## src/rtl/nibbler_pkg.sv

```systemverilog
// nibbler_pkg -- shared definitions for the nibbler 4-bit accumulator core.
//   OPC_W    : width of the opcode field at the top of an instruction word
//   PORT_W   : width of the I/O port index taken from the low argument bits
//   opcode_e : the sixteen instruction opcodes
//   state_e  : control FSM states
package nibbler_pkg;

    localparam int OPC_W  = 4;
    localparam int PORT_W = 4;

    typedef enum logic [OPC_W-1:0] {
        OP_NOP   = 4'h0,
        OP_LIT   = 4'h1,
        OP_ADDI  = 4'h2,
        OP_NANDI = 4'h3,
        OP_CMPI  = 4'h4,
        OP_LD    = 4'h5,
        OP_ST    = 4'h6,
        OP_ADDM  = 4'h7,
        OP_IN    = 4'h8,
        OP_OUT   = 4'h9,
        OP_JMP   = 4'hA,
        OP_JC    = 4'hB,
        OP_JNZ   = 4'hC,
        OP_CALL  = 4'hD,
        OP_RET   = 4'hE,
        OP_HALT  = 4'hF
    } opcode_e;

    typedef enum logic [1:0] {
        ST_FETCH    = 2'd0,
        ST_EXEC     = 2'd1,
        ST_OUT_WAIT = 2'd2,
        ST_HALT     = 2'd3
    } state_e;

endpackage

```

## src/rtl/nibbler_stack.sv

```systemverilog
// nibbler_stack -- LIFO return-address stack for CALL/RET.
//   clk, rst_n : clock, asynchronous active-low reset (clears the pointer)
//   push, pop  : one-cycle requests; ignored when full / empty respectively
//   push_data  : return address to store
//   top_data   : most recently pushed address (0 when empty)
//   full,empty : occupancy status derived from the registered pointer
module nibbler_stack
    import nibbler_pkg::*;
#(
    parameter int STACK_D = 4,
    parameter int W       = 12
) (
    input  logic         clk,
    input  logic         rst_n,
    input  logic         push,
    input  logic         pop,
    input  logic [W-1:0] push_data,
    output logic [W-1:0] top_data,
    output logic         full,
    output logic         empty
);

    localparam int SP_W = $clog2(STACK_D + 1);

    logic [SP_W-1:0] sp_r;
    logic [W-1:0]    mem_r [STACK_D];

    assign full  = (sp_r == SP_W'(STACK_D));
    assign empty = (sp_r == {SP_W{1'b0}});

    // Stack pointer: counts stored entries, guarded against over/underflow.
    always_ff @(posedge clk or negedge rst_n) begin
        if (!rst_n) begin
            sp_r <= {SP_W{1'b0}};
        end else if (push && !full) begin
            sp_r <= sp_r + SP_W'(1);
        end else if (pop && !empty) begin
            sp_r <= sp_r - SP_W'(1);
        end else begin
            sp_r <= sp_r;
        end
    end

    // Entry storage: the slot at the current pointer receives a push.
    always_ff @(posedge clk) begin
        for (int k = 0; k < STACK_D; k++) begin
            if (push && !full && (sp_r == SP_W'(k))) begin
                mem_r[k] <= push_data;
            end else begin
                mem_r[k] <= mem_r[k];
            end
        end
    end

    // Top-of-stack read: entry just below the pointer, compared per slot so
    // the index never needs to be narrowed.
    always_comb begin
        top_data = {W{1'b0}};
        for (int k = 0; k < STACK_D; k++) begin
            top_data = (sp_r == SP_W'(k + 1)) ? mem_r[k] : top_data;
        end
    end

endmodule

```

## src/rtl/nibbler_core.sv

```systemverilog
// nibbler_core -- small accumulator CPU: FETCH/EXEC control, one accumulator
// with carry/zero flags, data memory port, NUM_IN input ports, NUM_OUT
// valid/ready output registers and a STACK_D-deep return stack.
//   clk, reset          : clock, asynchronous active-low reset
//   imem_addr/imem_data : program port (address = PC, combinational read)
//   dmem_*              : data port (address = IR arg, data = A, 1-cycle strobe)
//   in_data             : input ports, port k at [k*DATA_W +: DATA_W]
//   out_data/out_valid/out_ready : output registers with per-port handshake
//   acc, c_flag, z_flag : architectural state
//   halted, err         : core stopped / sticky stack fault
module nibbler_core
    import nibbler_pkg::*;
#(
    parameter int DATA_W  = 4,
    parameter int ADDR_W  = 12,
    parameter int NUM_IN  = 3,
    parameter int NUM_OUT = 3,
    parameter int STACK_D = 4
) (
    input  logic                      clk,
    input  logic                      reset,
    output logic [ADDR_W-1:0]         imem_addr,
    input  logic [OPC_W+ADDR_W-1:0]   imem_data,
    output logic [ADDR_W-1:0]         dmem_addr,
    output logic [DATA_W-1:0]         dmem_wdata,
    output logic                      dmem_we,
    input  logic [DATA_W-1:0]         dmem_rdata,
    input  logic [NUM_IN*DATA_W-1:0]  in_data,
    output logic [NUM_OUT*DATA_W-1:0] out_data,
    output logic [NUM_OUT-1:0]        out_valid,
    input  logic [NUM_OUT-1:0]        out_ready,
    output logic [DATA_W-1:0]         acc,
    output logic                      c_flag,
    output logic                      z_flag,
    output logic                      halted,
    output logic                      err
);

    state_e                    state_r, state_nxt_s;
    logic [ADDR_W-1:0]         pc_r, pc_nxt_s;
    logic [OPC_W+ADDR_W-1:0]   ir_r, ir_nxt_s;
    logic [DATA_W-1:0]         acc_r, acc_nxt_s;
    logic                      c_r, c_nxt_s;
    logic                      z_r, z_nxt_s;
    logic                      err_r, err_nxt_s;
    logic [NUM_OUT*DATA_W-1:0] out_data_r, out_data_nxt_s;
    logic [NUM_OUT-1:0]        out_valid_r, out_valid_nxt_s;

    opcode_e                   op_s;
    logic [ADDR_W-1:0]         arg_s;
    logic [DATA_W-1:0]         imm_s;
    logic [PORT_W-1:0]         port_s;
    logic [DATA_W-1:0]         add_opnd_s;
    logic [DATA_W:0]           sum_s;
    logic [DATA_W-1:0]         nand_s;
    logic [DATA_W-1:0]         in_sel_s;
    logic                      out_ok_s;
    logic                      ready_sel_s;

    logic                      push_s, pop_s;
    logic                      stk_full_s, stk_empty_s;
    logic [ADDR_W-1:0]         stk_top_s;

    // Instruction field decode from the latched IR.
    assign op_s       = opcode_e'(ir_r[ADDR_W +: OPC_W]);
    assign arg_s      = ir_r[ADDR_W-1:0];
    assign imm_s      = arg_s[DATA_W-1:0];
    assign port_s     = arg_s[PORT_W-1:0];

    // ADDI and ADDM share one adder; the extra top bit is the carry out.
    assign add_opnd_s = (op_s == OP_ADDM) ? dmem_rdata : imm_s;
    assign sum_s      = {1'b0, acc_r} + {1'b0, add_opnd_s};
    assign nand_s     = ~(acc_r & imm_s);

    // Port selection: out-of-range indices read 0 and are never "ok"/"ready".
    always_comb begin
        in_sel_s    = {DATA_W{1'b0}};
        out_ok_s    = 1'b0;
        ready_sel_s = 1'b0;
        for (int k = 0; k < NUM_IN; k++) begin
            in_sel_s = (port_s == PORT_W'(k)) ? in_data[k*DATA_W +: DATA_W] : in_sel_s;
        end
        for (int k = 0; k < NUM_OUT; k++) begin
            out_ok_s    = (port_s == PORT_W'(k)) ? 1'b1         : out_ok_s;
            ready_sel_s = (port_s == PORT_W'(k)) ? out_ready[k] : ready_sel_s;
        end
    end

    // Next-state and datapath update for every FSM state.
    always_comb begin
        state_nxt_s     = state_r;
        pc_nxt_s        = pc_r;
        ir_nxt_s        = ir_r;
        acc_nxt_s       = acc_r;
        c_nxt_s         = c_r;
        z_nxt_s         = z_r;
        err_nxt_s       = err_r;
        out_data_nxt_s  = out_data_r;
        out_valid_nxt_s = out_valid_r;
        push_s          = 1'b0;
        pop_s           = 1'b0;

        case (state_r)
            ST_FETCH: begin
                ir_nxt_s    = imem_data;
                pc_nxt_s    = pc_r + ADDR_W'(1);
                state_nxt_s = ST_EXEC;
            end

            ST_EXEC: begin
                state_nxt_s = ST_FETCH;
                case (op_s)
                    OP_NOP: begin
                    end
                    OP_LIT: begin
                        acc_nxt_s = imm_s;
                    end
                    OP_ADDI, OP_ADDM: begin
                        acc_nxt_s = sum_s[DATA_W-1:0];
                        c_nxt_s   = sum_s[DATA_W];
                        z_nxt_s   = (sum_s[DATA_W-1:0] == {DATA_W{1'b0}});
                    end
                    OP_NANDI: begin
                        acc_nxt_s = nand_s;
                        c_nxt_s   = 1'b0;
                        z_nxt_s   = (nand_s == {DATA_W{1'b0}});
                    end
                    OP_CMPI: begin
                        c_nxt_s = (acc_r >= imm_s);
                        z_nxt_s = (acc_r == imm_s);
                    end
                    OP_LD: begin
                        acc_nxt_s = dmem_rdata;
                    end
                    OP_ST: begin
                        // The write strobe is decoded directly from state/IR.
                    end
                    OP_IN: begin
                        acc_nxt_s = in_sel_s;
                    end
                    OP_OUT: begin
                        if (out_ok_s) begin
                            for (int k = 0; k < NUM_OUT; k++) begin
                                out_data_nxt_s[k*DATA_W +: DATA_W] = (port_s == PORT_W'(k)) ?
                                    acc_r : out_data_r[k*DATA_W +: DATA_W];
                                out_valid_nxt_s[k] = (port_s == PORT_W'(k));
                            end
                            state_nxt_s = ST_OUT_WAIT;
                        end else begin
                            state_nxt_s = ST_FETCH;
                        end
                    end
                    OP_JMP: begin
                        pc_nxt_s = arg_s;
                    end
                    OP_JC: begin
                        pc_nxt_s = c_r ? arg_s : pc_r;
                    end
                    OP_JNZ: begin
                        pc_nxt_s = (!z_r) ? arg_s : pc_r;
                    end
                    OP_CALL: begin
                        // pc_r was already advanced in FETCH: it is the return address.
                        if (stk_full_s) begin
                            err_nxt_s   = 1'b1;
                            state_nxt_s = ST_HALT;
                        end else begin
                            push_s   = 1'b1;
                            pc_nxt_s = arg_s;
                        end
                    end
                    OP_RET: begin
                        if (stk_empty_s) begin
                            err_nxt_s   = 1'b1;
                            state_nxt_s = ST_HALT;
                        end else begin
                            pop_s    = 1'b1;
                            pc_nxt_s = stk_top_s;
                        end
                    end
                    OP_HALT: begin
                        state_nxt_s = ST_HALT;
                    end
                    default: begin
                        state_nxt_s = ST_FETCH;
                    end
                endcase
            end

            ST_OUT_WAIT: begin
                // Only one port can be valid at a time, so clearing all is exact.
                if (ready_sel_s) begin
                    out_valid_nxt_s = {NUM_OUT{1'b0}};
                    state_nxt_s     = ST_FETCH;
                end else begin
                    state_nxt_s     = ST_OUT_WAIT;
                end
            end

            ST_HALT: begin
                state_nxt_s = ST_HALT;
            end

            default: begin
                state_nxt_s = ST_FETCH;
            end
        endcase
    end

    // FSM state register.
    always_ff @(posedge clk or negedge reset) begin
        if (!reset) begin
            state_r <= ST_FETCH;
        end else begin
            state_r <= state_nxt_s;
        end
    end

    // Architectural registers: PC, IR, accumulator, flags, outputs, error.
    always_ff @(posedge clk or negedge reset) begin
        if (!reset) begin
            pc_r        <= {ADDR_W{1'b0}};
            ir_r        <= {(OPC_W+ADDR_W){1'b0}};
            acc_r       <= {DATA_W{1'b0}};
            c_r         <= 1'b0;
            z_r         <= 1'b0;
            err_r       <= 1'b0;
            out_data_r  <= {(NUM_OUT*DATA_W){1'b0}};
            out_valid_r <= {NUM_OUT{1'b0}};
        end else begin
            pc_r        <= pc_nxt_s;
            ir_r        <= ir_nxt_s;
            acc_r       <= acc_nxt_s;
            c_r         <= c_nxt_s;
            z_r         <= z_nxt_s;
            err_r       <= err_nxt_s;
            out_data_r  <= out_data_nxt_s;
            out_valid_r <= out_valid_nxt_s;
        end
    end

    nibbler_stack #(
        .STACK_D (STACK_D),
        .W       (ADDR_W)
    ) u_stack (
        .clk       (clk),
        .rst_n     (reset),
        .push      (push_s),
        .pop       (pop_s),
        .push_data (pc_r),
        .top_data  (stk_top_s),
        .full      (stk_full_s),
        .empty     (stk_empty_s)
    );

    // The strobe is a pure decode of registered state, so an asynchronous
    // reset drops it at once and no write edge can follow.
    assign dmem_we    = (state_r == ST_EXEC) && (op_s == OP_ST);
    assign imem_addr  = pc_r;
    assign dmem_addr  = arg_s;
    assign dmem_wdata = acc_r;
    assign out_data   = out_data_r;
    assign out_valid  = out_valid_r;
    assign acc        = acc_r;
    assign c_flag     = c_r;
    assign z_flag     = z_r;
    assign err        = err_r;
    assign halted     = (state_r == ST_HALT);

endmodule

```

## config.mk

```make
export PLATFORM = sky130hd
export DESIGN_NAME = nibbler_core
export DESIGN_NICKNAME = d
export VERILOG_FILES = /design/src/rtl/nibbler_pkg.sv /design/src/rtl/nibbler_stack.sv /design/src/rtl/nibbler_core.sv
export SDC_FILE = /design/constraint.sdc
export NUM_CORES = 1
export LEC_CHECK = 0
export ABC_AREA = 1
export BUFFER_PORTS_ARGS = -buffer_cell sky130_fd_sc_hd__buf_2
export CORE_MARGIN = 4
export CORE_UTILIZATION = 55
export DETAILED_ROUTE_END_ITERATION = 8
export PLACE_DENSITY = 0.9
export SYNTH_ARGS = -nofsm -noshare
export SYNTH_HDL_FRONTEND = slang
export SYNTH_HIERARCHICAL = 1
export SYNTH_SLANG_ARGS = --single-unit
```

## constraint.sdc

```tcl
create_clock -name clk -period 8.6 [get_ports clk]
set_input_delay 0.86 -clock clk [delete_from_list [all_inputs] [get_ports clk]]
set_output_delay 0.86 -clock clk [all_outputs]
set_load 0.01 [all_outputs]
```

# Word level (Yosys, flattened, before mapping)
# Memories as Yosys holds them, arrays and structs flattened.
# Cells that the tools add are included.
dict set report word_totals {
  reg_bits 55
  ram_bits 48
  out_inout_bits 52
  elab_cells 148
  mem_count 1
}
dict set report op_classes {
  n_addsub 4
  n_lt_le_gt_ge 1
  n_eq_ne 35
  muxes 60
  n_bitwise 6
  n_reduce_logical 29
}
# memory depth width read_ports rd_clocked_by_memory_dff write_ports line_no
set memory_table {}
lappend memory_table {u_stack.mem_r 4 12 4 0 4 nibbler_stack.sv:26} ;# logic [W-1:0] mem_r [STACK_D];
# op n
set ops {}
lappend ops {{$mux 12} 12}
lappend ops {{$pmux 12 s5} 1}
lappend ops {{$eq 4x4->1 const B} 8}
lappend ops {{$mux 1} 26}
lappend ops {{$pmux 12 s2} 1}
lappend ops {{$pmux 4 s5} 1}
lappend ops {{$reduce_and 4->1} 5}
lappend ops {{$eq 4x3->1 const B} 4}
lappend ops {{$mux 4} 4}
lappend ops {{$pmux 2 s4} 2}
lappend ops {{$mux 3} 5}
lappend ops {{$add 12x1->12 const B} 1}
lappend ops {{$eq 4x2->1 const B} 3}
lappend ops {{$logic_not 4->1} 3}
lappend ops {{$ne 3x3->1 const B} 4}
lappend ops {{$eq 4x1->1 const B} 2}
lappend ops {{$mux 2} 4}
lappend ops {{$reduce_bool 2->1} 4}
lappend ops {{$logic_and 1x1->1} 7}
lappend ops {{$eq 3x2->1 const B} 2}
lappend ops {{$ne 2x1->1 const B} 3}
lappend ops {{$ne 6x1->1 const B} 1}
lappend ops {{$pmux 1 s3} 2}
lappend ops {{$pmux 3 s2} 1}
lappend ops {{other kinds (22)} 29}

# Depth between registers and ports, before layout
# Gate-level depths: netlist (run 1).
dict set report logic_depth {
  depth_word 9
  depth_mapped 16
  ltp_nobuf 16
}

# Modules after synthesis
# The synthesis (run 1) kept the hierarchy.
# module instances cells_each area_per_inst_um2
set modules_own_cells {}
lappend modules_own_cells {nibbler_core 1 513 3530.9}
lappend modules_own_cells {nibbler_stack 1 220 2283.4}

# Worst setup path after synthesis (run 1)
# OpenSTA, ideal clock, no wires.
dict set report synth_path {
  kind {register to register}
  start {register u_stack.sp_r[0]}
  end {memory u_stack.mem_r[1][0], enable pin}
  setup_ns 0.396
  t_arrival_ns 2.325
  path_slack_ns 5.878
  path_stages_with_launch 9
  synth_period_minus_slack_ns 2.722
  path_cell_list {dfrtp_1 > inv_1 > ha_1 > nand2_2 > inv_2 > buf_4 > nor3_1 > inv_1 > nor3_1}
}
# item line_no
set synth_rtl {}
lappend synth_rtl {{start: declaration} nibbler_stack.sv:25} ;# logic [SP_W-1:0] sp_r;
lappend synth_rtl {{start signal: assignment} nibbler_stack.sv:34} ;# sp_r <= {SP_W{1'b0}};
lappend synth_rtl {{start signal: assignment} nibbler_stack.sv:36} ;# sp_r <= sp_r + SP_W'(1);
lappend synth_rtl {{start signal: assignment} nibbler_stack.sv:38} ;# sp_r <= sp_r - SP_W'(1);
lappend synth_rtl {{end: declaration} nibbler_stack.sv:26}

==> report_table.html, run 1 <==
<table>
<tr><th>Metric</th><th>Value</th></tr>
<tr><th colspan="2">Outcome</th></tr>
<tr><td>Outcome</td><td>finished clean</td></tr>
<tr><th colspan="2">Power</th></tr>
<tr><td>Fraction of power consumed by the clock network</td><td>34.5%</td></tr>
<tr><td>Cell internal pwr</td><td>626.3 uW</td></tr>
<tr><td>Worst supply voltage drop on vdd</td><td>70.49 uV</td></tr>
<tr><td>Leakage Power</td><td>3.090 nW</td></tr>
<tr><td>Switching part of the total power</td><td>21.92%</td></tr>
<tr><td>Share of power burned in combinational logic</td><td>1.7%</td></tr>
<tr><td>Switching pwr</td><td>175.8 uW</td></tr>
<tr><td>Sequential group share of total power</td><td>63.7%</td></tr>
<tr><td>Power density over the cells</td><td>126.1 nW/um^2</td></tr>
<tr><td>Power consumption</td><td>802.1 uW</td></tr>
<tr><th colspan="2">Floorplan</th></tr>
<tr><td>Width of the die</td><td>110.8 um</td></tr>
<tr><td>Die Area</td><td>12,280 um^2</td></tr>
<tr><td>Count of pins on the block boundary</td><td>89</td></tr>
<tr><td>Initial cell density of the core</td><td>56.32%</td></tr>
<tr><td>Total core area</td><td>10,320 um^2</td></tr>
<tr><td>Number of core rows</td><td>37</td></tr>
<tr><td>Die Ht</td><td>110.8 um</td></tr>
<tr><th colspan="2">Clock network</th></tr>
<tr><td>Buffer depth of the longest clock path</td><td>2</td></tr>
<tr><td>Clock latency reported for the late side of the worst-skew pair</td><td>380 ps</td></tr>
<tr><td>Sink count of the clock tree</td><td>103</td></tr>
<tr><td>Level count of the clock H-tree</td><td>3</td></tr>
<tr><td>TritonCTS clock tree</td><td>yes</td></tr>
<tr><td>Clock buffers created by TritonCTS</td><td>9</td></tr>
<tr><td>Post-cts gate resize count</td><td>0</td></tr>
<tr><td>Number of buffers added for setup after CTS</td><td>0</td></tr>
<tr><td>Root Buffer Master</td><td>sky130_fd_sc_hd__clkbuf_8</td></tr>
<tr><td>Clock transition at the registers of the reported paths</td><td>90 ps</td></tr>
<tr><td>Hold buffers post-CTS</td><td>0</td></tr>
<tr><th colspan="2">Synth</th></tr>
<tr><td>Area share of the largest cell type after synthesis</td><td>24.79%</td></tr>
<tr><td>Total nets after synthesis</td><td>790</td></tr>
<tr><td>Area of the mapped netlist</td><td>5814 um^2</td></tr>
<tr><td>Top area cells in the synthesized netlist</td><td>sky130_fd_sc_hd__edfxtp_1 (25%), sky130_fd_sc_hd__dfrtp_1 (24%), sky130_fd_sc_hd__nand2_1 (14%)</td></tr>
<tr><td>Top cell type by total area after synthesis</td><td>sky130_fd_sc_hd__edfxtp_1</td></tr>
<tr><td>Most common library cells after synthesis</td><td>sky130_fd_sc_hd__nand2_1 (221), sky130_fd_sc_hd__nor2_1 (76), sky130_fd_sc_hd__nand3_1 (75)</td></tr>
<tr><td>Share of synthesized registers carrying an async set or reset</td><td>53.40%</td></tr>
<tr><td>Most instantiated library cell after synthesis</td><td>sky130_fd_sc_hd__nand2_1</td></tr>
<tr><td>Yosys Warn Count</td><td>6</td></tr>
<tr><td>Count of flip-flops with a built-in enable after synthesis</td><td>48</td></tr>
<tr><td>Cell count after synthesis</td><td>733</td></tr>
<tr><td>Post-synthesis cell type count</td><td>33</td></tr>
<tr><td>Mapped Avg Cell Area</td><td>7.932 um^2</td></tr>
<tr><td>Sequential element share of the synthesized area</td><td>48.46%</td></tr>
<tr><td>Flip-flop and latch count after synthesis</td><td>103</td></tr>
<tr><td>Dominant synthesized flop cell</td><td>sky130_fd_sc_hd__dfrtp_1</td></tr>
<tr><th colspan="2">Timing</th></tr>
<tr><td>Post-route setup TNS</td><td>0 ps</td></tr>
<tr><td>Fin crit share</td><td>36.70%</td></tr>
<tr><td>Clock tree skew after final layout</td><td>10.07 ps</td></tr>
<tr><td>Unrepaired setup endpoints after global routing</td><td>no</td></tr>
<tr><td>Final setup viols</td><td>0</td></tr>
<tr><td>Headroom to the max-slew limit</td><td>33.84%</td></tr>
<tr><td>Hold Violations, Final</td><td>0</td></tr>
<tr><td>Peak clock frequency supported by timing</td><td>316.9 MHz</td></tr>
<tr><td>Shortest clock period the worst path allows after layout</td><td>3156 ps</td></tr>
<tr><td>Actual slew at the worst max-slew pin</td><td>988.7 ps</td></tr>
<tr><td>Number of pins with negative max-slew slack in the final report</td><td>0</td></tr>
<tr><th colspan="2">Setup path</th></tr>
<tr><td>R2R Path Start</td><td>state_r[0]$_DFF_PN0_</td></tr>
<tr><td>Type of element capturing the critical path</td><td>register</td></tr>
<tr><td>Crit path max fanout</td><td>20</td></tr>
<tr><td>WP data required</td><td>8600 ps</td></tr>
<tr><td>Arrival time of data at the critical path endpoint</td><td>3160 ps</td></tr>
<tr><td>Critical path launch point</td><td>state_r[0]$_DFF_PN0_</td></tr>
<tr><td>CP startpoint kind</td><td>register</td></tr>
<tr><td>Crit Path Class</td><td>reg2reg</td></tr>
<tr><th colspan="2">Route</th></tr>
<tr><td>Routed WL per cell</td><td>13.99 um</td></tr>
<tr><td>Final WL</td><td>13.14 mm</td></tr>
<tr><td>Post-route ant nets</td><td>0</td></tr>
<tr><td>Total number of vias</td><td>5,029</td></tr>
<tr><td>DRC violation total after the first TritonRoute iteration</td><td>453</td></tr>
<tr><td>Total DRC errors in the routed layout</td><td>0</td></tr>
<tr><td>Drt via density</td><td>5.356</td></tr>
<tr><td>Total iterations of the first detailed-routing run</td><td>5</td></tr>
<tr><th colspan="2">Placed design</th></tr>
<tr><td>HPWL after detailed placement</td><td>9.538 mm</td></tr>
<tr><td>Port Buffers</td><td>88</td></tr>
<tr><td>Final Wtd Congestion</td><td>0.9495</td></tr>
<tr><th colspan="2">Finish</th></tr>
<tr><td>Fraction of layout instances using a drive strength above 1</td><td>16.19%</td></tr>
<tr><td>Area delta synth-&gt;final</td><td>9.382%</td></tr>
<tr><td>Number of inserted filler cells in the final layout</td><td>874</td></tr>
<tr><td>Ant. Diodes</td><td>0</td></tr>
<tr><td># nets final</td><td>855</td></tr>
<tr><th colspan="2">Worst hold path</th></tr>
<tr><td>Tightest Hold Check Type</td><td>reg2reg</td></tr>
<tr><td>Start point of the worst min-delay path</td><td>err$_DFFE_PN0P_</td></tr>
<tr><th colspan="2">Run</th></tr>
<tr><td>Maximum capacitance violations</td><td>0</td></tr>
<tr><th colspan="2">Global routing</th></tr>
<tr><td>Global-route wire length before repair</td><td>21.72 mm</td></tr>
<tr><td>Number of antenna violations at the first check in global routing</td><td>0</td></tr>
<tr><td>Via count of the first global-routing pass</td><td>4,459</td></tr>
<tr><td>Overall fraction of global-route tracks in use</td><td>21.67%</td></tr>
<tr><td>Pin count of the biggest net entering global routing</td><td>56</td></tr>
<tr><td>Global-route congestion overflow total</td><td>0</td></tr>
</table>
stage by stage:
step / cells / area (um^2) / hold slack (ps) / utilization, % / worst slack, ps
after floorplan: 733 / 5814 / 493.6 / - / 5878
after global placement: 923 / 6187 / 451.6 / 59.93 / 5557
after detailed placement: 923 / 6187 / 455.8 / 59.93 / 5417
after global routing: 939 / 6360 / 499.9 / 61.60 / 5137
after CTS: 939 / 6360 / 478.7 / 61.60 / 5402
final: 939 / 6360 / 477.8 / 61.60 / 5444
power groups by stage:
| stage | registers (mW) | logic [mW] | clock network, mW |
|---|---|---|---|
| floorplan | 0.522 | 0.000415 | 0 |
| global route | 0.511 | 0.0159 | 0.300 |
| CTS | 0.511 | 0.0141 | 0.282 |
| detailed placement | 0.522 | 0.0141 | 0 |
| global placement | 0.522 | 0.0140 | 0 |
| finish | 0.511 | 0.0137 | 0.277 |
path summary, 6_finish.rpt:
kind	end	slack [ps]	cells past startpoint
setup / recovery	u_stack/mem_r[0][0]$_DFFE_PP_	5440	6
setup reg to reg	u_stack/mem_r[0][0]$_DFFE_PP_	5440	6
hold / removal	err$_DFFE_PN0P_	480	1
max in group asynchronous	imem_addr[4]$_DFFE_PN0P_	7520	2
hold reg to reg	err$_DFFE_PN0P_	480	1
min in group asynchronous	out_data[3]$_DFFE_PN0P_	600	2
sequential cells by signal, summed over array words and instances (netlist names), 2 cells and up:
register       cells
u_stack/mem_r     48
ir_r              16
imem_addr         12
out_data          12
acc                4
out_valid          3
u_stack/sp_r       3
state_r            2
cell type report:
class | instances | area, um^2 | share of cell area (%)
well taps | 136 | 170.2 | 2.676
flip-flops and latches | 103 | 2818 | 44.30
clock buffers | 11 | 131.4 | 2.066
clock inverters | 5 | 41.29 | 0.6492
inverters | 83 | 311.5 | 4.899
multi-input cells | 510 | 2425 | 38.13
repair buffers | 91 | 462.9 | 7.279
cell families after synthesis:
group | share of synthesized area [%]
mux | 0.1937
fa+ha+maj | 4.433
flops | 48.46
compound gates | 7.532
simple gates | 29.24
xor+xnor | 0.3013
buf+inv | 9.834
worst max-delay path: stages (launching register included):
cell	delay, ps
sky130_fd_sc_hd__dfrtp_1	450
sky130_fd_sc_hd__inv_1	80
sky130_fd_sc_hd__nor2_2	550
sky130_fd_sc_hd__inv_2	320
sky130_fd_sc_hd__nor3_1	460
sky130_fd_sc_hd__inv_1	130
sky130_fd_sc_hd__nor2_1	780
placed cells by master, fill, tap and decap left out:
| cell type | instances |
|---|---|
| sky130_fd_sc_hd__nand2_2 | 4 |
| sky130_fd_sc_hd__o211ai_1 | 3 |
| sky130_fd_sc_hd__nor2_4 | 1 |
| sky130_fd_sc_hd__nor2_1 | 76 |
| sky130_fd_sc_hd__o21ai_0 | 53 |
| sky130_fd_sc_hd__o21bai_1 | 3 |
| sky130_fd_sc_hd__nand3b_1 | 6 |
| sky130_fd_sc_hd__clkinvlp_2 | 1 |
| sky130_fd_sc_hd__nor2_2 | 4 |
| sky130_fd_sc_hd__o22ai_1 | 1 |
| sky130_fd_sc_hd__nand2b_1 | 1 |
| sky130_fd_sc_hd__dfrtp_1 | 55 |
| sky130_fd_sc_hd__nand3_1 | 75 |
| sky130_fd_sc_hd__o211ai_2 | 1 |
| sky130_fd_sc_hd__o21ai_2 | 1 |
| sky130_fd_sc_hd__ha_1 | 19 |
| sky130_fd_sc_hd__fa_1 | 1 |
| sky130_fd_sc_hd__nand2_1 | 221 |
| sky130_fd_sc_hd__o21ai_1 | 2 |
| sky130_fd_sc_hd__mux2_2 | 1 |
| sky130_fd_sc_hd__buf_4 | 3 |
| sky130_fd_sc_hd__or2_2 | 3 |
| sky130_fd_sc_hd__inv_8 | 1 |
| sky130_fd_sc_hd__a21oi_1 | 18 |
| sky130_fd_sc_hd__nand4_1 | 6 |
| sky130_fd_sc_hd__inv_6 | 2 |
| sky130_fd_sc_hd__nor4_1 | 1 |
| sky130_fd_sc_hd__clkinvlp_4 | 1 |
| sky130_fd_sc_hd__clkbuf_1 | 2 |
| sky130_fd_sc_hd__clkbuf_8 | 9 |
| sky130_fd_sc_hd__inv_1 | 73 |
| sky130_fd_sc_hd__xor2_1 | 1 |
| sky130_fd_sc_hd__nor3_1 | 7 |
| sky130_fd_sc_hd__edfxtp_1 | 48 |
| sky130_fd_sc_hd__inv_2 | 10 |
| sky130_fd_sc_hd__xnor2_1 | 1 |
| sky130_fd_sc_hd__buf_2 | 88 |
metal layers:
layer	track usage (%)	wire length, um	vias to the layer above
li1	-	-	2482
met1	31.48	5762	2290
met2	33.33	5953	228
met3	3.657	1159	29
met4	6.814	264	0
met5	0	0	-
(Power assumes the default switching activity.)
==> inputs of run 2 (changes only) <==
--- a/config.mk
+++ b/config.mk
@@ -8,9 +8,9 @@
 export ABC_AREA = 1
 export BUFFER_PORTS_ARGS = -buffer_cell sky130_fd_sc_hd__buf_2
 export CORE_MARGIN = 4
-export CORE_UTILIZATION = 55
+export CORE_UTILIZATION = 52
 export DETAILED_ROUTE_END_ITERATION = 8
-export PLACE_DENSITY = 0.9
+export PLACE_DENSITY = 0.89
 export SYNTH_ARGS = -nofsm -noshare
 export SYNTH_HDL_FRONTEND = slang
 export SYNTH_HIERARCHICAL = 1
==> constraint.sdc (replaced) <==
create_clock -name clk -period 2.85 [get_ports clk]
set_input_delay 0.285 -clock clk [delete_from_list [all_inputs] [get_ports clk]]
set_output_delay 0.285 -clock clk [all_outputs]
set_load 0.01 [all_outputs]
==> run 2 against run 1 <==
Net effect:
- first-iteration DRC count fell by 9.1%
- sequential cell count did not move
- largest power group unchanged
- design area rose by 1.3%
- total power rose to 3.1 times the previous value
- clock skew about the same
- register-to-register slack got worse by 5000 ps
==> report_table.html, run 2 (synthesized netlist as in run 1, its figures left out) <==
<table>
<tr><th>Metric</th><th>Value</th></tr>
<tr><th colspan="2">Timing</th></tr>
<tr><td>Actual slew at the worst max-slew pin</td><td>642.9 ps</td></tr>
<tr><td>Clock tree skew after final layout</td><td>9.592 ps</td></tr>
<tr><td>Fin crit share</td><td>84.45%</td></tr>
<tr><td>Peak clock frequency supported by timing</td><td>415.5 MHz</td></tr>
<tr><td>Hold Violations, Final</td><td>0</td></tr>
<tr><td>Headroom to the max-slew limit</td><td>57.14%</td></tr>
<tr><td>Post-route setup TNS</td><td>0 ps</td></tr>
<tr><td>Final setup viols</td><td>0</td></tr>
<tr><td>Unrepaired setup endpoints after global routing</td><td>no</td></tr>
<tr><td>PnR worst setup slack</td><td>443.2 ps</td></tr>
<tr><td>Number of pins with negative max-slew slack in the final report</td><td>0</td></tr>
<tr><td>Shortest clock period the worst path allows after layout</td><td>2407 ps</td></tr>
<tr><th colspan="2">Power</th></tr>
<tr><td>Switching part of the total power</td><td>22.00%</td></tr>
<tr><td>Power density over the cells</td><td>380.9 nW/um^2</td></tr>
<tr><td>Fraction of power consumed by the clock network</td><td>35.3%</td></tr>
<tr><td>Leakage Power</td><td>3.147 nW</td></tr>
<tr><td>Share of power burned in combinational logic</td><td>1.8%</td></tr>
<tr><td>Sequential group share of total power</td><td>62.9%</td></tr>
<tr><td>Worst supply voltage drop on vdd</td><td>244.8 uV</td></tr>
<tr><td>Cell internal pwr</td><td>1.913 mW</td></tr>
<tr><td>Switching pwr</td><td>539.6 uW</td></tr>
<tr><th colspan="2">Route</th></tr>
<tr><td>Total DRC errors in the routed layout</td><td>0</td></tr>
<tr><td>Post-route ant nets</td><td>0</td></tr>
<tr><td>Final WL</td><td>14.18 mm</td></tr>
<tr><td>Total number of vias</td><td>5,110</td></tr>
<tr><td>Drt via density</td><td>5.373</td></tr>
<tr><td>Total iterations of the first detailed-routing run</td><td>5</td></tr>
<tr><td>Routed WL per cell</td><td>14.91 um</td></tr>
<tr><td>DRC violation total after the first TritonRoute iteration</td><td>412</td></tr>
<tr><th colspan="2">Global routing</th></tr>
<tr><td>Pin count of the biggest net entering global routing</td><td>32</td></tr>
<tr><td>Number of antenna violations at the first check in global routing</td><td>0</td></tr>
<tr><td>Overall fraction of global-route tracks in use</td><td>23.01%</td></tr>
<tr><td>Global-route congestion overflow total</td><td>0</td></tr>
<tr><td>Via count of the first global-routing pass</td><td>4,836</td></tr>
<tr><td>Global-route wire length before repair</td><td>23.54 mm</td></tr>
<tr><th colspan="2">Floorplan</th></tr>
<tr><td>Total core area</td><td>10,890 um^2</td></tr>
<tr><td>Die Ht</td><td>113.7 um</td></tr>
<tr><td>Number of core rows</td><td>38</td></tr>
<tr><td>Count of pins on the block boundary</td><td>89</td></tr>
<tr><td>Width of the die</td><td>113.7 um</td></tr>
<tr><td>Initial cell density of the core</td><td>53.40%</td></tr>
<tr><td>Die Area</td><td>12,940 um^2</td></tr>
<tr><th colspan="2">Run</th></tr>
<tr><td>Maximum capacitance violations</td><td>0</td></tr>
<tr><th colspan="2">Setup path</th></tr>
<tr><td>CP startpoint kind</td><td>register</td></tr>
<tr><td>Crit path max fanout</td><td>7</td></tr>
<tr><td>Number of buffer and inverter stages on the critical path</td><td>4</td></tr>
<tr><td>Most frequent cell on the critical path</td><td>sky130_fd_sc_hd__nand2_1</td></tr>
<tr><td>Master of the slowest instance on the critical path</td><td>sky130_fd_sc_hd__dfrtp_1</td></tr>
<tr><td>WP data required</td><td>3170 ps</td></tr>
<tr><td>Kind of cell adding the most delay to the critical path</td><td>simple AND/OR/NAND/NOR gates</td></tr>
<tr><td>Type of element capturing the critical path</td><td>register</td></tr>
<tr><td>Arrival time of data at the critical path endpoint</td><td>2730 ps</td></tr>
<tr><td>Delay of the slowest cell on the worst path</td><td>480 ps</td></tr>
<tr><td>Cell chain of the critical path</td><td>nand2_1, inv_1, nand2_1, inv_1, nand2_1, o21ai_0, ha_1, inv_1, fa_1, inv_1, nor3_1, nand3b_1, nand2_1, nand2_1, nand2_1</td></tr>
<tr><td>Crit Path Class</td><td>reg2reg</td></tr>
<tr><th colspan="2">Finish</th></tr>
<tr><td>Most frequent cells in the layout</td><td>sky130_fd_sc_hd__nand2_1 (221), sky130_fd_sc_hd__buf_2 (88), sky130_fd_sc_hd__nor2_1 (76)</td></tr>
<tr><td>Most common cell after layout, fill and taps aside</td><td>sky130_fd_sc_hd__nand2_1</td></tr>
<tr><td># nets final</td><td>863</td></tr>
<tr><td>Largest registers</td><td>u_stack/mem_r: 48 flops, ir_r: 16 flops</td></tr>
<tr><td>Number of inserted filler cells in the final layout</td><td>927</td></tr>
<tr><td>Fraction of layout instances using a drive strength above 1</td><td>17.02%</td></tr>
<tr><td>Area delta synth-&gt;final</td><td>10.76%</td></tr>
<tr><td>Ant. Diodes</td><td>0</td></tr>
<tr><td>Number of flip-flops in the largest register</td><td>48</td></tr>
<tr><td>Biggest register</td><td>u_stack/mem_r</td></tr>
<tr><th colspan="2">Clock network</th></tr>
<tr><td>Clock latency reported for the late side of the worst-skew pair</td><td>390 ps</td></tr>
<tr><td>Post-cts gate resize count</td><td>0</td></tr>
<tr><td>Clock buffers created by TritonCTS</td><td>9</td></tr>
<tr><td>Sink count of the clock tree</td><td>103</td></tr>
<tr><td>TritonCTS clock tree</td><td>yes</td></tr>
<tr><td>Buffer depth of the longest clock path</td><td>2</td></tr>
<tr><td>Level count of the clock H-tree</td><td>3</td></tr>
<tr><td>Clock transition at the registers of the reported paths</td><td>100 ps</td></tr>
<tr><td>Root Buffer Master</td><td>sky130_fd_sc_hd__clkbuf_8</td></tr>
<tr><th colspan="2">Placed design</th></tr>
<tr><td>Final Wtd Congestion</td><td>0.9383</td></tr>
<tr><td>Port Buffers</td><td>88</td></tr>
<tr><td>Worst Setup Slack post-DPL</td><td>502.1 ps</td></tr>
<tr><td>HPWL after detailed placement</td><td>10.52 mm</td></tr>
<tr><th colspan="2">Worst hold path</th></tr>
<tr><td>Tightest Hold Check Type</td><td>in2reg</td></tr>
<tr><th colspan="2">Outcome</th></tr>
<tr><td>Outcome</td><td>finished clean</td></tr>
</table>
-- run 2: cell count changes in the layout (fill, tap and decap cells not counted) --
cell,previous run,this run
sky130_fd_sc_hd__inv_6,2,1
sky130_fd_sc_hd__dlygate4sd3_1,0,1
sky130_fd_sc_hd__clkbuf_8,9,10
sky130_fd_sc_hd__clkinv_8,0,1
sky130_fd_sc_hd__clkinv_4,0,1
sky130_fd_sc_hd__clkinv_2,0,2
sky130_fd_sc_hd__inv_8,1,0
sky130_fd_sc_hd__clkinvlp_4,1,0
sky130_fd_sc_hd__clkinvlp_2,1,0
sky130_fd_sc_hd__buf_4,3,10
sky130_fd_sc_hd__clkbuf_1,2,1
-- run 2: what timing repair did --
item,4_1_cts,5_1_grt
hold endpoints to repair,28,0
setup buffers,0,0
hold buffers,1,0
-- run 2: layout make-up --
class	count	area (um^2)	area share, %
clock buffers	11	141.4	2.195
clock inverters	5	43.79	0.6800
inverters	83	311.5	4.838
multi-input cells	510	2425	37.65
flip-flops and latches	103	2818	43.75
well taps	140	175.2	2.720
repair buffers	99	525.5	8.160
-- run 2: worst paths after layout --
path / startpoint / end / slack [ps] / cells past startpoint
max: ir_r[12]$_DFFE_PN0P_ / z_flag$_DFFE_PN0P_ / 440 / 15
max reg2reg: ir_r[12]$_DFFE_PN0P_ / z_flag$_DFFE_PN0P_ / 440 / 15
min: imem_data[4] / ir_r[4]$_DFFE_PN0P_ / 100 / 3
max in group asynchronous: reset / imem_addr[4]$_DFFE_PN0P_ / 1590 / 3
min reg2reg: out_valid[2]$_DFFE_PN0P_ / out_valid[2]$_DFFE_PN0P_ / 470 / 2
min in group asynchronous: reset / out_data[1]$_DFFE_PN0P_ / 460 / 2
-- run 2: per-layer routing --
layer / GRT usage (%) / up-vias / routed length, um
met5: 0 / - / 0
met2: 35.26 / 243 / 6490
met3: 3.714 / 26 / 1184
met4: 8.574 / 0 / 293
met1: 33.16 / 2348 / 6212
li1: - / 2493 / -
-- run 2: tightest hold or removal path, cell delays in order --
cell and delay, ps:
sky130_fd_sc_hd__buf_2 70, sky130_fd_sc_hd__nand2_1 40, sky130_fd_sc_hd__o21ai_0 50
-- run 2: stage by stage --
step | instance area (um^2) | hold slack (ps) | total power [mW] | utilization (%) | cells
4_1_cts | 6440 | 88.35 | 2.467 | 59.15 | 951
5_1_grt | 6440 | 103.1 | 2.542 | 59.15 | 951
3_5_place_dp | 6245 | 348.3 | 1.619 | 57.35 | 934
3_3_place_gp | 6245 | 344.8 | 1.619 | 57.35 | 934
2_1_floorplan | 5814 | -10.59 | 1.576 | - | 733
6_report | 6440 | 95.64 | 2.453 | 59.15 | 951
-- run 2: power groups by stage --
stage	Clock (mW)	Combinational, mW	Sequential, mW
detailed placement	0	0.0443	1.57
global placement	0	0.0440	1.57
CTS	0.879	0.0454	1.54
global route	0.947	0.0516	1.54
finish	0.866	0.0442	1.54
floorplan	0	0.00125	1.57
==> inputs of run 3 (changes only) <==
--- a/config.mk
+++ b/config.mk
@@ -5,12 +5,12 @@
 export SDC_FILE = /design/constraint.sdc
 export NUM_CORES = 1
 export LEC_CHECK = 0
-export ABC_AREA = 1
+export ABC_AREA = 0
 export BUFFER_PORTS_ARGS = -buffer_cell sky130_fd_sc_hd__buf_2
 export CORE_MARGIN = 4
-export CORE_UTILIZATION = 52
+export CORE_UTILIZATION = 55
 export DETAILED_ROUTE_END_ITERATION = 8
-export PLACE_DENSITY = 0.89
+export PLACE_DENSITY = 0.9
 export SYNTH_ARGS = -nofsm -noshare
 export SYNTH_HDL_FRONTEND = slang
 export SYNTH_HIERARCHICAL = 1
==> constraint.sdc (replaced) <==
create_clock -name clk -period 2.3 [get_ports clk]
set_input_delay 0.23 -clock clk [delete_from_list [all_inputs] [get_ports clk]]
set_output_delay 0.23 -clock clk [all_outputs]
set_load 0.01 [all_outputs]
==> run 3 against run 2 <==
Net effect:
- the flow now finishes with violations (negative setup slack)
- critical path depth down 5
- hold slack got worse by 49 ps
- count of clock-buffer cells in the layout is 2 lower
- routed wire length up 5.1%
- sequential cell count stayed put
- combinational power up 87%
- sequential share of layout area decreased by 1.2 points
- synthesized cell count fell by 28%
- die area down 8.2%
- area after synthesis decreased by 3.6%
- critical path type unchanged
==> report_table.html, run 3 <==
<table>
<tr><th>Metric</th><th>Value</th></tr>
<tr><th colspan="2">Finish</th></tr>
<tr><td>Number of inserted filler cells in the final layout</td><td>711</td></tr>
<tr><td>Fraction of layout instances using a drive strength above 1</td><td>35.02%</td></tr>
<tr><td>Biggest register</td><td>u_stack/mem_r</td></tr>
<tr><td>Area occupied by registers</td><td>2819 um^2</td></tr>
<tr><td># nets final</td><td>683</td></tr>
<tr><td>Area delta synth-&gt;final</td><td>18.03%</td></tr>
<tr><td>Ant. Diodes</td><td>0</td></tr>
<tr><td>Largest registers</td><td>u_stack/mem_r: 48 flops, ir_r: 16 flops</td></tr>
<tr><td>Most frequent cells in the layout</td><td>sky130_fd_sc_hd__buf_2 (89), sky130_fd_sc_hd__nand2_1 (60), sky130_fd_sc_hd__dfrtp_1 (54)</td></tr>
<tr><td>Number of flip-flops in the largest register</td><td>48</td></tr>
<tr><td>Post-route cell area</td><td>6618 um^2</td></tr>
<tr><td>Most common cell after layout, fill and taps aside</td><td>sky130_fd_sc_hd__buf_2</td></tr>
<tr><td>Multi-input combinational cell area</td><td>2604 um^2</td></tr>
<tr><td>Non-Filler Instances</td><td>764</td></tr>
<tr><td>Share of the core filled with cells in the final layout</td><td>67.09%</td></tr>
<tr><th colspan="2">Synth</th></tr>
<tr><td>Most instantiated library cell after synthesis</td><td>sky130_fd_sc_hd__nand2_1</td></tr>
<tr><td>Top cell type by total area after synthesis</td><td>sky130_fd_sc_hd__edfxtp_1</td></tr>
<tr><td>Top area cells in the synthesized netlist</td><td>sky130_fd_sc_hd__edfxtp_1 (26%), sky130_fd_sc_hd__dfrtp_1 (25%), sky130_fd_sc_hd__mux2_2 (6.4%)</td></tr>
<tr><td>Count of flip-flops with a built-in enable after synthesis</td><td>48</td></tr>
<tr><td>Share of synthesized registers carrying an async set or reset</td><td>53.40%</td></tr>
<tr><td>Most common library cells after synthesis</td><td>sky130_fd_sc_hd__nand2_1 (61), sky130_fd_sc_hd__dfrtp_1 (55), sky130_fd_sc_hd__edfxtp_1 (48)</td></tr>
<tr><td>Area of the mapped netlist</td><td>5607 um^2</td></tr>
<tr><td>Dominant synthesized flop cell</td><td>sky130_fd_sc_hd__dfrtp_1</td></tr>
<tr><td>Total nets after synthesis</td><td>588</td></tr>
<tr><td>Area share of the largest cell type after synthesis</td><td>25.71%</td></tr>
<tr><td>Yosys Warn Count</td><td>6</td></tr>
<tr><td>Post-synthesis cell type count</td><td>66</td></tr>
<tr><td>Sequential element share of the synthesized area</td><td>50.26%</td></tr>
<tr><td>Cell count after synthesis</td><td>531</td></tr>
<tr><td>Mapped Avg Cell Area</td><td>10.56 um^2</td></tr>
<tr><td>Flip-flop and latch count after synthesis</td><td>103</td></tr>
<tr><th colspan="2">Setup path</th></tr>
<tr><td>Arrival time of data at the critical path endpoint</td><td>2740 ps</td></tr>
<tr><td>Crit Path Class</td><td>reg2reg</td></tr>
<tr><td>Most frequent cell on the critical path</td><td>sky130_fd_sc_hd__mux2_4</td></tr>
<tr><td>Number of buffer and inverter stages on the critical path</td><td>2</td></tr>
<tr><td>Delay of the slowest cell on the worst path</td><td>490 ps</td></tr>
<tr><td>Crit path max fanout</td><td>3</td></tr>
<tr><td>CP startpoint kind</td><td>register</td></tr>
<tr><td>Cell chain of the critical path</td><td>nor2b_4, nand3_4, mux2_4, ha_4, inv_2, fa_1, inv_1, or4_1, o21ai_1, mux2_4</td></tr>
<tr><td>Master of the slowest instance on the critical path</td><td>sky130_fd_sc_hd__or4_1</td></tr>
<tr><td>Kind of cell adding the most delay to the critical path</td><td>simple AND/OR/NAND/NOR gates</td></tr>
<tr><td>WP data required</td><td>2630 ps</td></tr>
<tr><td>Type of element capturing the critical path</td><td>register</td></tr>
<tr><th colspan="2">Placed design</th></tr>
<tr><td>Final Wtd Congestion</td><td>0.9359</td></tr>
<tr><td>Port Buffers</td><td>88</td></tr>
<tr><td>Post-DP Area</td><td>6232 um^2</td></tr>
<tr><td>Worst Setup Slack post-DPL</td><td>-123.9 ps</td></tr>
<tr><td># placed instances</td><td>736</td></tr>
<tr><td>HPWL after detailed placement</td><td>10.29 mm</td></tr>
<tr><th colspan="2">Global routing</th></tr>
<tr><td>Global-route congestion overflow total</td><td>0</td></tr>
<tr><td>Number of antenna violations at the first check in global routing</td><td>0</td></tr>
<tr><td>Global-route wire length before repair</td><td>22.90 mm</td></tr>
<tr><td>Overall fraction of global-route tracks in use</td><td>24.72%</td></tr>
<tr><td>Via count of the first global-routing pass</td><td>4,712</td></tr>
<tr><td>Pin count of the biggest net entering global routing</td><td>25</td></tr>
<tr><th colspan="2">Timing</th></tr>
<tr><td>Hold Violations, Final</td><td>0</td></tr>
<tr><td>Fin crit share</td><td>105.0%</td></tr>
<tr><td>Actual slew at the worst max-slew pin</td><td>529.9 ps</td></tr>
<tr><td>Tightest hold margin</td><td>46.62 ps</td></tr>
<tr><td>PnR worst setup slack</td><td>-114.6 ps</td></tr>
<tr><td>Unrepaired setup endpoints after global routing</td><td>yes</td></tr>
<tr><td>Number of pins with negative max-slew slack in the final report</td><td>0</td></tr>
<tr><td>Final setup viols</td><td>2</td></tr>
<tr><td>Post-route setup TNS</td><td>-121.3 ps</td></tr>
<tr><td>Headroom to the max-slew limit</td><td>63.76%</td></tr>
<tr><td>Shortest clock period the worst path allows after layout</td><td>2415 ps</td></tr>
<tr><td>Peak clock frequency supported by timing</td><td>414.1 MHz</td></tr>
<tr><td>Clock tree skew after final layout</td><td>15.10 ps</td></tr>
<tr><th colspan="2">Clock network</th></tr>
<tr><td>Sink count of the clock tree</td><td>103</td></tr>
<tr><td>Root Buffer Master</td><td>sky130_fd_sc_hd__clkbuf_8</td></tr>
<tr><td>TritonCTS clock tree</td><td>yes</td></tr>
<tr><td>Clock latency reported for the late side of the worst-skew pair</td><td>390 ps</td></tr>
<tr><td>Level count of the clock H-tree</td><td>3</td></tr>
<tr><td>Clock transition at the registers of the reported paths</td><td>110 ps</td></tr>
<tr><td>Buffer depth of the longest clock path</td><td>2</td></tr>
<tr><td>Clock buffers created by TritonCTS</td><td>9</td></tr>
<tr><th colspan="2">Power</th></tr>
<tr><td>Worst supply voltage drop on vdd</td><td>244.0 uV</td></tr>
<tr><td>Power density over the cells</td><td>478.6 nW/um^2</td></tr>
<tr><td>Leakage Power</td><td>2.724 nW</td></tr>
<tr><td>Power consumption</td><td>3.167 mW</td></tr>
<tr><th colspan="2">Floorplan</th></tr>
<tr><td>Count of pins on the block boundary</td><td>89</td></tr>
<tr><td>Number of core rows</td><td>36</td></tr>
<tr><td>Total core area</td><td>9864 um^2</td></tr>
<tr><td>Initial cell density of the core</td><td>56.84%</td></tr>
<tr><td>Width of the die</td><td>109.0 um</td></tr>
<tr><td>Die Ht</td><td>109.0 um</td></tr>
<tr><td>Die Area</td><td>11,870 um^2</td></tr>
<tr><th colspan="2">Route</th></tr>
<tr><td>Drt via density</td><td>6.262</td></tr>
<tr><td>Total number of vias</td><td>4,784</td></tr>
<tr><td>Post-route ant nets</td><td>0</td></tr>
<tr><td>Total DRC errors in the routed layout</td><td>0</td></tr>
<tr><td>Final WL</td><td>14.90 mm</td></tr>
<tr><td>Total iterations of the first detailed-routing run</td><td>6</td></tr>
<tr><td>DRC violation total after the first TritonRoute iteration</td><td>637</td></tr>
<tr><td>Routed WL per cell</td><td>19.50 um</td></tr>
<tr><th colspan="2">Worst hold path</th></tr>
<tr><td>Tightest Hold Check Type</td><td>in2reg</td></tr>
<tr><th colspan="2">Outcome</th></tr>
<tr><td>Outcome</td><td>finished with violations</td></tr>
<tr><td>Violated checks</td><td>negative setup slack</td></tr>
<tr><th colspan="2">Run</th></tr>
<tr><td>Maximum capacitance violations</td><td>0</td></tr>
</table>
-- run 3: logic make-up after synthesis --
group | synth area share, %
AOI/OAI and AO/OA | 16.11
xor gates and xnor gates | 0.6248
adders and majority gates | 4.597
buffers and inverters | 6.137
DFF | 50.26
muxes | 6.606
and+or+nand+nor | 15.67
-- run 3: final cells by class --
class                      count  area share (%)
inverter                      18           1.021
clock buffer                   9           1.872
timing repair buffer         129           11.42
sequential                   103           42.60
tap                          133           2.515
clock inverter                 7           1.229
multi-input combinational    365           39.35
-- run 3: worst paths after layout --
path	start	endpoint	slack (ps)	cells past startpoint
setup / recovery	ir_r[15]$_DFFE_PN0P_	z_flag$_DFFE_PN0P_	-110	10
setup reg to reg	ir_r[15]$_DFFE_PN0P_	z_flag$_DFFE_PN0P_	-110	10
hold / removal	imem_data[1]	ir_r[1]$_DFFE_PN0P_	50	3
hold reg to reg	err$_DFFE_PN0P_	err$_DFFE_PN0P_	490	2
min in group asynchronous	reset	ir_r[15]$_DFFE_PN0P_	330	2
max in group asynchronous	reset	ir_r[10]$_DFFE_PN0P_	1290	3
-- run 3: tightest hold or removal path: stages --
cell	delay (ps)
sky130_fd_sc_hd__buf_2	70
sky130_fd_sc_hd__nand2_1	40
sky130_fd_sc_hd__o21ai_0	60
-- run 3: metal layers --
layer / vias to the layer above / part of all wire [%] / wire length, um / GRT usage, %
li1: 2134 / - / - / -
met2: 288 / 49 / 7300 / 41.36
met5: - / 0 / 0 / 0
met3: 67 / 9.3 / 1385 / 5.625
met1: 2295 / 38 / 5630 / 30.84
met4: 0 / 3.9 / 584 / 10.46
-- run 3: timing repair --
item,in CTS,in global routing
resized for setup,2,22
hold buffers,1,0
endpoints found under the setup margin,8,65
hold endpoints to repair,19,0
pin swaps,1,11
setup buffers,1,5
gates cloned,0,5
-- run 3: where the power goes --
group	leakage [nW]	internal [mW]	switching (mW)
Clock	0.104	0.440	0.728
Combinational	1.57	0.0376	0.0450
Sequential	1.05	1.91	0.00275
